### config.mk
export PLATFORM = sky130hd
export DESIGN_NAME = m_tstate_ring_counter
export DESIGN_NICKNAME = d
export VERILOG_FILES = /design/src/rtl/m_tstate_ring_counter.sv
export SDC_FILE = /design/constraint.sdc
export NUM_CORES = 1
export LEC_CHECK = 0
export CAP_MARGIN = 20
export CORE_ASPECT_RATIO = 0.7
export CORE_UTILIZATION = 40
export CTS_BUF_LIST = sky130_fd_sc_hd__clkbuf_8
export CTS_CLUSTER_DIAMETER = 200
export DETAILED_ROUTE_END_ITERATION = 10
export GPL_TIMING_DRIVEN = 0
export PLACE_DENSITY = 0.68
export SLEW_MARGIN = 20
export SYNTH_ARGS = -nofsm -noshare
export SYNTH_HDL_FRONTEND = slang
export SYNTH_SLANG_ARGS = --single-unit
### constraint.sdc
create_clock -name iClk -period 2.8 [get_ports iClk]
set_input_delay 0.56 -clock iClk [delete_from_list [all_inputs] [get_ports iClk]]
set_output_delay 0.56 -clock iClk [all_outputs]
set_load 0.05 [all_outputs]
### src/rtl/m_tstate_ring_counter.sv
// m_tstate_ring_counter
//   One-hot T-state ring for a microcoded CPU sequencer. All state changes
//   happen on the falling edge of iClk. The ring restarts at T1 when an
//   instruction ends (outside the fetch states), freezes permanently on a halt
//   until reset, and can be single-stepped on the rising edges of iStep.
//
// Ports
//   iClk       clock (state updates on negedge)
//   iReset     synchronous active-low reset, sampled on negedge
//   iEndCycle  current instruction complete -> restart at T1 (ignored in T1..T3)
//   iHalt      HLT decoded -> freeze ring, set oHalted
//   iStepMode  single-step mode: ring advances only on step pulses
//   iStep      step request level; a 0->1 transition is one advance
//   oT         one-hot T-state vector, bit 0 = T1
//   oFetch     registered, high in T1..T3
//   oHalted    high once a halt has been taken
//   oInstrCnt  completed-instruction count, wraps silently
module m_tstate_ring_counter #(
  parameter int unsigned pSTATES = 18,
  parameter int unsigned pCNT_W  = 16
) (
  input  logic              iClk,
  input  logic              iReset,
  input  logic              iEndCycle,
  input  logic              iHalt,
  input  logic              iStepMode,
  input  logic              iStep,
  output logic [pSTATES-1:0] oT,
  output logic              oFetch,
  output logic              oHalted,
  output logic [pCNT_W-1:0] oInstrCnt
);

  logic [pSTATES-1:0] t_q, t_d;
  logic               fetch_q, fetch_d;
  logic               halted_q, halted_d;
  logic [pCNT_W-1:0]  cnt_q, cnt_d;
  logic               step_prev_q;

  logic adv;
  logic in_fetch;
  logic at_last;

  // In step mode only the rising edge of iStep advances, so a held step
  // produces a single move.
  assign adv      = !iStepMode || (iStep && !step_prev_q);
  assign in_fetch = |t_q[2:0];
  assign at_last  = t_q[pSTATES-1];

  always_comb begin
    t_d      = t_q;
    halted_d = halted_q;
    cnt_d    = cnt_q;
    if (halted_q) begin
      // frozen until reset
    end else if (iHalt) begin
      halted_d = 1'b1;
    end else if (!adv) begin
      // hold
    end else if (iEndCycle && !in_fetch) begin
      // Covers the last state too: restart and wrap coincide, one increment.
      t_d   = {{(pSTATES-1){1'b0}}, 1'b1};
      cnt_d = cnt_q + pCNT_W'(1);
    end else begin
      t_d = {t_q[pSTATES-2:0], t_q[pSTATES-1]};
      if (at_last) begin
        cnt_d = cnt_q + pCNT_W'(1);
      end
    end
    fetch_d = |t_d[2:0];
  end

  always_ff @(negedge iClk) begin
    if (!iReset) begin
      t_q         <= {{(pSTATES-1){1'b0}}, 1'b1};
      fetch_q     <= 1'b1;
      halted_q    <= 1'b0;
      cnt_q       <= '0;
      step_prev_q <= 1'b0;
    end else begin
      t_q         <= t_d;
      fetch_q     <= fetch_d;
      halted_q    <= halted_d;
      cnt_q       <= cnt_d;
      step_prev_q <= iStep;
    end
  end

  assign oT        = t_q;
  assign oFetch    = fetch_q;
  assign oHalted   = halted_q;
  assign oInstrCnt = cnt_q;

endmodule
Word level (Yosys, flattened, before mapping)

Index checks and enable logic that the tools add are counted.

Add/sub/neg operators: 1
Mux-type cells: 8
Bitwise gates (word level): 2
Reduce and logical (&&, ||, !) cells: 11

Operators by type and width:

| operator                                      | count |
|---|---|
| two-way mux 16 bit                            | 2 |
| two-way mux 18 bit                            | 1 |
| adder 16 x 1 -> 16 bit, second input constant | 1 |
| two-way mux 3 bit                             | 3 |
| OR reduction 3 bit                            | 2 |
| AND reduction 4 bit                           | 1 |
| zero test 1 bit                               | 3 |
| AND reduction 3 bit                           | 1 |
| logical AND 1 bit                             | 2 |
| two-way mux 1 bit                             | 2 |
| inverter 1 bit                                | 2 |
| nonzero test 2 bit                            | 1 |
| logical OR 1 bit                              | 1 |

Flip-flop bits (word level): 37
Input port bits: 6
Output and inout bits: 36
Logic and storage cells: 28

Logic depth before layout (Yosys ltp)

Depth in word-level cells: 8
Gate-level depth with buffers: 6
Gate-level depth less buffers: 4

==> results.txt <==
Power per standard cell area = 405 nW/um^2
Fraction of post-synthesis cell area in the top cell type by area = 0.455
Share of total power consumed by net switching = 0.360
Worst Setup Start Kind = input port
Kind of capture point of the worst setup path = flop
Length of the first detailed-routing pass in iterations = 4
Violations in the final reports = setup timing
Number of port buffers = 41
Logic pwr share = 0.102
Post-DP HPWL = 2710 um
Commonest cells in the netlist = sky130_fd_sc_hd__dfxtp_1, sky130_fd_sc_hd__nor2_1, sky130_fd_sc_hd__mux2i_1
P_leak = 0.00149 uW
Antenna violation net count after detailed routing = 0
End point of the critical path = oInstrCnt[14]
R2r worst-path depth = 6
Fillcell total = 181
Reg-to-reg critical path startpoint = oInstrCnt[3]
Top-level I/O count = 42
Number of nets in the finished design = 317
Setup Skew = 0.0287 ns
Count of mapped cells out of synthesis = 179
DRC violations left = 0
Worst endpoint data arrival time = 1.90 ns
Max Cap Viol = 0
Relative slew slack = 0.616
Share of the synthesized netlist area taken by xor and xnor gates = 0.00538
Pin slew with the least headroom to its limit = 0.574 ns
Initial DRC Count = 179
Proportion of synthesized flip-flops having asynchronous set or reset = 0
Vias in the first global route = 2073
Sequential fraction of the synthesis area = 0.455
Power spent charging and discharging nets = 466 uW
Share of cell area taken by muxes after synthesis = 0.105
Fraction of layout instances using a drive strength above 1 = 0.534
Critical path startpoint = iEndCycle
H-tree levels = 2
Most common cell in the netlist = sky130_fd_sc_hd__dfxtp_1
Compound-cell area share of the yosys netlist = 0.125
Sequential Power Share = 0.408
Per-cell via count in the routed design = 5.46
Library cell with the largest summed area after synthesis = sky130_fd_sc_hd__dfxtp_1
Clock buffers created by TritonCTS = 5
Clock tree from TritonCTS = built
Critical R2R Capture = oInstrCnt[10]
Netlist cell types = 29
Ys flop type = sky130_fd_sc_hd__dfxtp_1
Leftover overflow at the end of global routing = 0
Instance area after placement = 2130 sq um
Die Y = 55.4 um
Simple-gate share of the synthesized area = 0.261
Clk slew on worst S/H paths = 0.04 ns
Reg2Reg Setup Slack = 0.50 ns
Total chip power = 1290 uW
Flip-flop and latch count after synthesis = 37
Accumulated negative setup slack = -3.50 ns
Leading cell types by total area after synthesis = sky130_fd_sc_hd__dfxtp_1, sky130_fd_sc_hd__mux2i_1, sky130_fd_sc_hd__nor2_1
RePlAce Congestion = 0.829
Min-delay worst type = reg2reg
Growth of design area from synthesis to finish = 96.0%
Detail-routed net length per standard cell = 18.5 um
Number of antenna violations at the first check in global routing = 0
Chip width = 78.2 um
Final count of pins violating max slew = 0
Internal Power = 828 uW
CTS Hold Buffers Added = 0
Worst endpoint required time = 1.69 ns
Setup repair after global routing missed its margin = yes
Cell row count = 18
Power share of the clock group = 0.490
Total count of hold-check failures in the final report = 0
Number of enable flip-flop cells after synthesis = 0
Pin count of the biggest net entering global routing = 15
Die area = 4330 sq um
Worst ir drop on vdd = 0.487 mV
Category of the critical setup timing path = in2reg
Later-pin clock latency in the skew report = 0.38 ns
Number of sinks driven by the clock tree = 37
Final worst slack = -0.216 ns
Initial cell density of the core = 0.441
Avg Inst Size Synth = 9.09 sq um
Sum of routed wire length over all layers = 6700 um
Placeable Area = 3690 sq um
Final Setup Violations = 58
Net count after synthesis = 186
Largest family of logic cells by synthesized area = simple AND/OR/NAND/NOR gates
Via Count = 1971
Critical path peak fanout = 4
Post-Synthesis Cell Area = 1630 sq um
Adder-cell share of the synthesized area = 0.00769
Number of placed instances, taps included = 270
Global-route wire length before repair = 9490 um
Cell area after layout = 3190 sq um
Diodes inserted = 0
Final cell count without fillers = 361
Outcome = complete, but fails checks
Total track usage = 0.287
Total number of yosys warnings = 0
Maximum buffer depth of the clock tree = 2
CTS Root Cell = sky130_fd_sc_hd__clkbuf_8
==> cells in the final DEF, fill, tap and decap left out, drive strengths merged, types with 2 or more instances in the layout <==
cell and count:
nand2 5, clkbuf 14, or3 7, and2 2, nor2 21, dfxtp 37, nor2b 12, inv 42
a21oi 14, nand3 3, nand2b 2, and3 3, o21ai 8, mux2i 17, and2b 4, or4 6
o31ai 6, nand4 8, buf 87
==> cell type report <==
cell class              count  area, sq um  area share
repair buffers             89          976       0.306
multi-input cells         126          973       0.305
flip-flops and latches     37          830       0.260
clock inverters            40          159      0.0498
plain buffers              10          106      0.0333
clock buffers               5         68.8      0.0216
well taps                  50         62.6      0.0196
inverters                   4         15.0     0.00471
==> registers in the layout, summed over array words and instances, names as in the netlist <==
signal       cells
oInstrCnt       16
oT              18
step_prev_q      1
oFetch           1
oHalted          1
==> layer usage <==
layer | GRT usage | part of all wire | vias to the layer above
met5 | 0 | 0 | -
met4 | 0.161 | 0.019 | 0
met3 | 0.122 | 0.068 | 18
met2 | 0.456 | 0.50 | 83
met1 | 0.324 | 0.41 | 971
li1 | - | - | 899
==> repair_timing <==
action                     in CTS  in global routing
pin swaps                      13                  9
hold endpoints to repair        0                  0
cloned                          3                  1
gates resized for setup       363                 37
setup buffers                  35                 10
setup endpoints to repair      72                 72
==> worst max-delay path, cell delays in order <==
cell	delay, ns
sky130_fd_sc_hd__buf_6	0.07
sky130_fd_sc_hd__nor4b_4	0.28
sky130_fd_sc_hd__o221ai_4	0.19
sky130_fd_sc_hd__buf_4	0.18
sky130_fd_sc_hd__or4_4	0.49
sky130_fd_sc_hd__a21oi_2	0.13
==> worst min-delay path by stage <==
stage | from | to | cells after the start
finish | oT[0] | oFetch | 2
CTS | oInstrCnt[8] | oInstrCnt[8] | 2
global route | oT[0] | oFetch | 2
detailed placement | oInstrCnt[8] | oInstrCnt[8] | 2
floorplan | oInstrCnt[15] | oInstrCnt[15] | 2
global placement | oHalted | oHalted | 2
==> through the flow <==
step                 util  setup WS [ns]  hold WS [ns]
finish              0.864         -0.216         0.532
global route        0.864         -0.262         0.541
CTS                 0.813         -0.243         0.507
detailed placement  0.577          -1.11         0.493
global placement    0.577          -1.04         0.474
floorplan               -         -0.369         0.708
==> power by group through the flow <==
stage          sequential, uW  clock, uW  combinational, uW
6_report                  527        634                132
5_1_grt                   526        734                136
4_1_cts                   531        611                111
3_5_place_dp              551       82.9               84.6
3_3_place_gp              550       82.9               84.1
2_1_floorplan             567       82.9               40.8
==> cell families (layout without fill, tap and decap cells) <==
| kind of cell | after synthesis | count (layout) |
|---|---|---|
| multiplexers | 17 | 17 |
| adder cells (fa/ha/maj) | 1 | 1 |
| AO/OA/AOI/OAI | 33 | 33 |
| AND/OR/NAND/NOR | 74 | 74 |
| XOR/XNOR | 1 | 1 |
| flip-flops | 37 | 37 |
| buffers and inverters | 16 | 148 |
(Power assumes the default switching activity.)
